<file path="src/rtl/operand_join_if.sv">
// rtl/operand_join_if.sv - operand stream inputs and paired-output bundle for operand_join
interface operand_join_if #(
  parameter int ADDR_W = 2
);
  logic [31:0]     a;
  logic            data_available_a;
  logic [31:0]     c;
  logic            data_available_c;
  logic [31:0]     out_a;
  logic [31:0]     out_c;
  logic            data_available_out;
  logic [ADDR_W:0] level_a;
  logic [ADDR_W:0] level_c;
  logic            overflow;
  logic [15:0]     pair_count;

  modport master (
    output a, data_available_a, c, data_available_c,
    input  out_a, out_c, data_available_out, level_a, level_c, overflow, pair_count
  );

  modport slave (
    input  a, data_available_a, c, data_available_c,
    output out_a, out_c, data_available_out, level_a, level_c, overflow, pair_count
  );
endinterface

</file>
<file path="src/rtl/operand_join.sv">
// rtl/operand_join.sv - aligns two free-running operand streams into registered pairs
module operand_join #(
  parameter int DEPTH  = 4,
  parameter int ADDR_W = 2
) (
  input logic           clk,
  input logic           reset,
  operand_join_if.slave io
);
  localparam logic [ADDR_W:0] FULL_LEVEL = (ADDR_W + 1)'(DEPTH);

  logic [31:0]       mem_a [DEPTH];
  logic [31:0]       mem_c [DEPTH];
  logic [ADDR_W-1:0] wr_a, rd_a, wr_c, rd_c;
  logic [ADDR_W:0]   lvl_a, lvl_c;

  logic [31:0] out_a_q, out_c_q;
  logic        dav_q, overflow_q;
  logic [15:0] pair_cnt_q;

  logic        empty_a, empty_c, full_a, full_c;
  logic        avail_a, avail_c, fire;
  logic        push_a, push_c, pop_a, pop_c, drop_a, drop_c;
  logic [31:0] sel_a, sel_c;

  // Fire when both operands exist; an empty FIFO is bypassed by the live sample
  always_comb begin
    empty_a = (lvl_a == '0);
    empty_c = (lvl_c == '0);
    full_a  = (lvl_a == FULL_LEVEL);
    full_c  = (lvl_c == FULL_LEVEL);
    avail_a = !empty_a || io.data_available_a;
    avail_c = !empty_c || io.data_available_c;
    fire    = avail_a && avail_c;
    pop_a   = fire && !empty_a;
    pop_c   = fire && !empty_c;
    // On fire a live sample is stored only if the head is being popped (never bypassed twice);
    // without fire it is stored unless the FIFO is full.
    push_a  = io.data_available_a && (fire ? !empty_a : !full_a);
    push_c  = io.data_available_c && (fire ? !empty_c : !full_c);
    drop_a  = io.data_available_a && !fire && full_a;
    drop_c  = io.data_available_c && !fire && full_c;
    sel_a   = empty_a ? io.a : mem_a[rd_a];
    sel_c   = empty_c ? io.c : mem_c[rd_c];
  end

  // FIFO storage; contents survive reset since pointers alone define validity
  always_ff @(posedge clk) begin
    if (!reset && push_a) mem_a[wr_a] <= io.a;
    if (!reset && push_c) mem_c[wr_c] <= io.c;
  end

  // Pointers, levels and registered pair outputs
  always_ff @(posedge clk) begin
    if (reset) begin
      wr_a       <= '0;
      rd_a       <= '0;
      wr_c       <= '0;
      rd_c       <= '0;
      lvl_a      <= '0;
      lvl_c      <= '0;
      out_a_q    <= '0;
      out_c_q    <= '0;
      dav_q      <= 1'b0;
      overflow_q <= 1'b0;
      pair_cnt_q <= '0;
    end else begin
      if (push_a) wr_a <= wr_a + ADDR_W'(1);
      if (pop_a)  rd_a <= rd_a + ADDR_W'(1);
      if (push_c) wr_c <= wr_c + ADDR_W'(1);
      if (pop_c)  rd_c <= rd_c + ADDR_W'(1);
      lvl_a <= lvl_a + {{ADDR_W{1'b0}}, push_a} - {{ADDR_W{1'b0}}, pop_a};
      lvl_c <= lvl_c + {{ADDR_W{1'b0}}, push_c} - {{ADDR_W{1'b0}}, pop_c};
      if (fire) begin
        out_a_q    <= sel_a;
        out_c_q    <= sel_c;
        pair_cnt_q <= pair_cnt_q + 16'd1;
      end
      dav_q <= fire;
      if (drop_a || drop_c) overflow_q <= 1'b1;
    end
  end

  assign io.out_a              = out_a_q;
  assign io.out_c              = out_c_q;
  assign io.data_available_out = dav_q;
  assign io.level_a            = lvl_a;
  assign io.level_c            = lvl_c;
  assign io.overflow           = overflow_q;
  assign io.pair_count         = pair_cnt_q;
endmodule

</file>
<file path="src/flat_wrapper.sv">
// flat-port wrapper written by rule: the top's interface ports become plain ports
module operand_join_flat 
#(
  parameter int DEPTH  = 4,
  parameter int ADDR_W = 2
)
  (clk, reset, io_a, io_data_available_a, io_c, io_data_available_c, io_out_a, io_out_c, io_data_available_out, io_level_a, io_level_c, io_overflow, io_pair_count);
  operand_join_if #(.ADDR_W(ADDR_W)) io_i ();
  input logic clk;
  input logic reset;
  input wire logic [$bits(io_i.a)-1:0] io_a;
  input wire logic [$bits(io_i.data_available_a)-1:0] io_data_available_a;
  input wire logic [$bits(io_i.c)-1:0] io_c;
  input wire logic [$bits(io_i.data_available_c)-1:0] io_data_available_c;
  output wire logic [$bits(io_i.out_a)-1:0] io_out_a;
  output wire logic [$bits(io_i.out_c)-1:0] io_out_c;
  output wire logic [$bits(io_i.data_available_out)-1:0] io_data_available_out;
  output wire logic [$bits(io_i.level_a)-1:0] io_level_a;
  output wire logic [$bits(io_i.level_c)-1:0] io_level_c;
  output wire logic [$bits(io_i.overflow)-1:0] io_overflow;
  output wire logic [$bits(io_i.pair_count)-1:0] io_pair_count;
  assign io_i.a = io_a;
  assign io_i.data_available_a = io_data_available_a;
  assign io_i.c = io_c;
  assign io_i.data_available_c = io_data_available_c;
  assign io_out_a = io_i.out_a;
  assign io_out_c = io_i.out_c;
  assign io_data_available_out = io_i.data_available_out;
  assign io_level_a = io_i.level_a;
  assign io_level_c = io_i.level_c;
  assign io_overflow = io_i.overflow;
  assign io_pair_count = io_i.pair_count;
  operand_join #(.DEPTH(DEPTH), .ADDR_W(ADDR_W)) u_core (.clk(clk), .reset(reset), .io(io_i));
endmodule
</file>
<file path="config.mk">
export PLATFORM = sky130hd
export DESIGN_NAME = operand_join_flat
export DESIGN_NICKNAME = d
export VERILOG_FILES = /design/src/rtl/operand_join_if.sv /design/src/rtl/operand_join.sv /design/src/flat_wrapper.sv
export SDC_FILE = /design/constraint.sdc
export NUM_CORES = 1
export LEC_CHECK = 0
export CORE_MARGIN = 2
export CORE_UTILIZATION = 40
export DETAILED_ROUTE_END_ITERATION = 6
export GPL_ROUTABILITY_DRIVEN = 1
export GPL_TIMING_DRIVEN = 1
export HOLD_SLACK_MARGIN = 0.03
export PLACE_DENSITY_LB_ADDON = 0.2
export RECOVER_POWER = 100
export SLEW_MARGIN = 5
export SYNTH_ARGS = -nofsm -noshare
export SYNTH_HDL_FRONTEND = slang
export SYNTH_SLANG_ARGS = --single-unit
</file>
<file path="constraint.sdc">
create_clock -name clk -period 7.9 [get_ports clk]
set_input_delay 1.58 -clock clk [delete_from_list [all_inputs] [get_ports clk]]
set_output_delay 1.58 -clock clk [all_outputs]
set_load 0.02 [all_outputs]
</file>
==> flow_summary.json <==
{
  "outcome": "finished, violations left",
  "failed_checks": "max-capacitance violations, max-slew violations",
  "synthFlopType": "edfxtp_1",
  "tightest_slew_ns": 3.16,
  "min_period_ns": 5.33,
  "yosysUniqueCellTypes": 36,
  "sw_frac_of_total": 0.320,
  "post_cts_resized": 0,
  "fin_crit_sh": 0.675,
  "synth_area_leaders": "edfxtp_1 (56%), dfxtp_1 (15%), mux4_2 (10%)",
  "register_area_um2": 9690,
  "io_buffer_count": 155,
  "nets": 1126,
  "syn_area_um2": 13700,
  "core_um2": 33700,
  "final_cells": 1521,
  "syn_inst": 892,
  "powerDensity_nw_per_um2": 362,
  "syn_area_per_cell_um2": 15.4,
  "comb_power_share": 0.298,
  "cts_setup_buffers": 0,
  "critPathKind": "in -> reg",
  "wl_per_cell_um": 19.3,
  "yosys.area.top_type": "edfxtp_1",
  "dieHeight_um": 189,
  "ys_ff_latch": 356,
  "p_switching_mw": 1.96,
  "cpPeakStageDelay_ns": 1.31,
  "die-area_um2": 35800,
  "fmaxAchievable_mhz": 187,
  "path_cells": "dlygate4sd3_1 > nor4_1 > nor2_4 > clkbuf_2 > nor2_1 > a311oi_1",
  "syn-num-nets": 975,
  "final_area_um2": 16900,
  "hold_start": "u_core.io.pair_count[15]",
  "skew_ns": 0.0184,
  "synth-edff-count": 256,
  "r2r_end": "u_core.io.out_a[20]",
  "synth_top_area_share": 0.560,
  "die-width_um": 189,
  "min_to": "u_core.io.pair_count[15]",
  "postSynth.asyncResetShare": 0,
  "rows": 67,
  "n_fill_cell": 2873,
  "grt_start_max_net_pins": 83,
  "place_area_um2": 15800,
  "hold_viol_final": 0,
  "grt_pass1_wl_um": 46000,
  "clkPwrFrac": 0.292,
  "path_buf_inv": 2,
  "vias_per_cell": 5.23,
  "globalplace.congestion": 0.704,
  "critPathMaxFanout": 82,
  "dp_hpwl_um": 17200,
  "cp.required_ns": 8.12,
  "p_leak_nw": 5.84,
  "cp_top_family": "simple AND/OR/NAND/NOR gates",
  "gr-usage-all-layers": 0.165,
  "io_pins": 156,
  "setup-tns-final_ns": 0,
  "seq_power_share": 0.411,
  "yosysWarnings": 0,
  "antenna_left": 0,
  "finalSetupViolCount": 0,
  "wl_um": 29400,
  "dr.pass1.iters": 5,
  "slew_headroom": -1.11,
  "initial_utilization": 0.408,
  "drcViolationCount": 0,
  "cts_root_buf": "clkbuf_16",
  "cp-end-kind": "flip-flop",
  "grt_pass1_vias": 7939,
  "rsz0062_at_grt": "false",
  "cts_made_buffers": 38,
  "clockBufferDepth": 3,
  "cpMaxStageDelayCell": "nor4_1",
  "reg2reg_depth": 5,
  "clkSinkCount": 356,
  "r2r_slack_ns": 3.71,
  "vias": 7961,
  "holdPathStages": 2,
  "hold_path.class": "reg -> reg",
  "internal_power_mw": 4.17,
  "worstSetupStartpointType": "primary input",
  "place_inst": 1451,
  "antenna_found_initial": 1,
  "multiInputGateArea_um2": 3730,
  "ir_worst_vdd_mv": 0.149,
  "slew_violations": 434,
  "synth-seq-area-share": 0.706,
  "r2r_start": "u_core.io.level_c[1]",
  "holdBufCountCts": 0,
  "drtIter0Drc": 448,
  "syn_to_final_growth_pct": 23.3,
  "clock_latency_ns": 0.52,
  "cts_tree": "yes",
  "cap_violations": 12,
  "worst_ep_arrival_time_ns": 5.55,
  "grt-ovfl-total": 0,
  "cts_max_level": 2,
  "cts.clk_slew.worst_paths_ns": 0.06,
  "layout-drive-gt1-share": 0.134
}
==> registers in the layout, indices dropped and copies added (netlist names), named ones only <==
register and count:
u_core.wr_a 2, u_core.io.overflow 1, u_core.rd_c 2, u_core.io.out_c 32
u_core.io.level_c 3, u_core.rd_a 2, u_core.mem_c 128, u_core.io.out_a 32
u_core.io.level_a 3, u_core.wr_c 2, u_core.mem_a 128, u_core.io.pair_count 16
u_core.io.data_available_out 1
==> worst max path at each step <==
| stage | startpoint | end | slack [ns] | depth (start not counted) |
|---|---|---|---|---|
| 6_report | io_data_available_a | u_core.io.out_a[20] | 2.57 | 6 |
| 5_1_grt | io_data_available_c | u_core.io.out_a[6] | 1.99 | 6 |
| 4_1_cts | io_data_available_a | u_core.io.out_a[20] | 3.91 | 6 |
| 3_5_place_dp | io_data_available_a | u_core.io.out_a[9] | 3.39 | 6 |
| 3_3_place_gp | io_data_available_a | u_core.io.out_c[2] | 3.46 | 6 |
| 2_1_floorplan | io_data_available_a | u_core.mem_c[1][0] | 2.73 | 4 |
==> cell families (layout without fill, tap and decap cells) <==
kind of cell	Yosys count	count (layout)	synth area share
AOI/OAI and AO/OA	76	76	0.0466
other	0	1	0
buffers and inverters	74	254	0.0219
and+or+nand+nor	284	284	0.0907
muxes	71	71	0.110
DFF	356	356	0.706
adders and majority gates	15	15	0.0148
xor gates and xnor gates	16	16	0.0102
==> stage by stage <==
stage | util | hold slack, ns | worst slack, ns | power (mW)
after global placement | 0.468 | 0.470 | 3.46 | 4.49
final | 0.503 | 0.485 | 2.57 | 6.14
after global routing | 0.503 | 0.516 | 1.99 | 6.49
after detailed placement | 0.468 | 0.488 | 3.39 | 4.50
after floorplan | - | 0.482 | 2.73 | 3.74
after CTS | 0.506 | 0.496 | 3.91 | 6.31
==> per-layer routing <==
layer	global-route usage	share of wire
met1	0.234	0.46
met2	0.265	0.47
met3	0.0295	0.048
met4	0.0400	0.018
met5	0	0
==> power by group through the flow <==
stage                     Combinational (mW)  Sequential, mW  Clock, mW
final                                   1.83            2.52       1.79
after global routing                    2.02            2.56       1.91
after CTS                               1.94            2.53       1.83
after detailed placement                1.93            2.57          0
after global placement                  1.92            2.57          0
after floorplan                         1.06            2.68          0
==> layout by cell type (no fill, tap or decap), types with 6 or more instances in the layout <==
| master | count |
|---|---|
| a311oi_1 | 64 |
| buf_4 | 7 |
| clkbuf_1 | 18 |
| clkbuf_16 | 39 |
| clkinv_2 | 8 |
| dfxtp_1 | 96 |
| dlygate4sd3_1 | 154 |
| edfxtp_1 | 256 |
| ha_1 | 13 |
| inv_1 | 14 |
| mux4_2 | 64 |
| nand2_1 | 133 |
| nand3_1 | 12 |
| nor2_1 | 96 |
| nor3b_1 | 8 |
| or4_1 | 6 |
| xnor2_1 | 10 |
| xor2_1 | 6 |
==> cell usage after synthesis, drive strengths merged (3+ instances only) <==
master,number
or4,6
mux2i,3
nor3b,8
nand2b,5
nand3,12
nand4,3
or3,3
nor4,6
clkbuf,41
ha,13
o31ai,4
a311oi,64
nor3,3
inv,14
buf,19
xnor2,10
mux4,64
nor2b,4
nor2,97
nand2,133
edfxtp,256
xor2,6
a21oi,5
dfxtp,100
mux2,4
==> tightest hold or removal path, delay by kind of cell (launching register included) <==
kind	cells	cell delay (ns)
AO/OA/AOI/OAI	2	0.12
flip-flops	1	0.31
==> layout make-up <==
| type | instances | area share |
|---|---|---|
| inverters | 14 | 0.00310 |
| diodes | 1 | 0.000148 |
| clock inverters | 19 | 0.0134 |
| clock buffers | 50 | 0.0612 |
| multi-input cells | 462 | 0.220 |
| well taps | 448 | 0.0331 |
| flip-flops and latches | 356 | 0.572 |
| repair buffers | 171 | 0.0964 |
(Power assumes the default switching activity.)
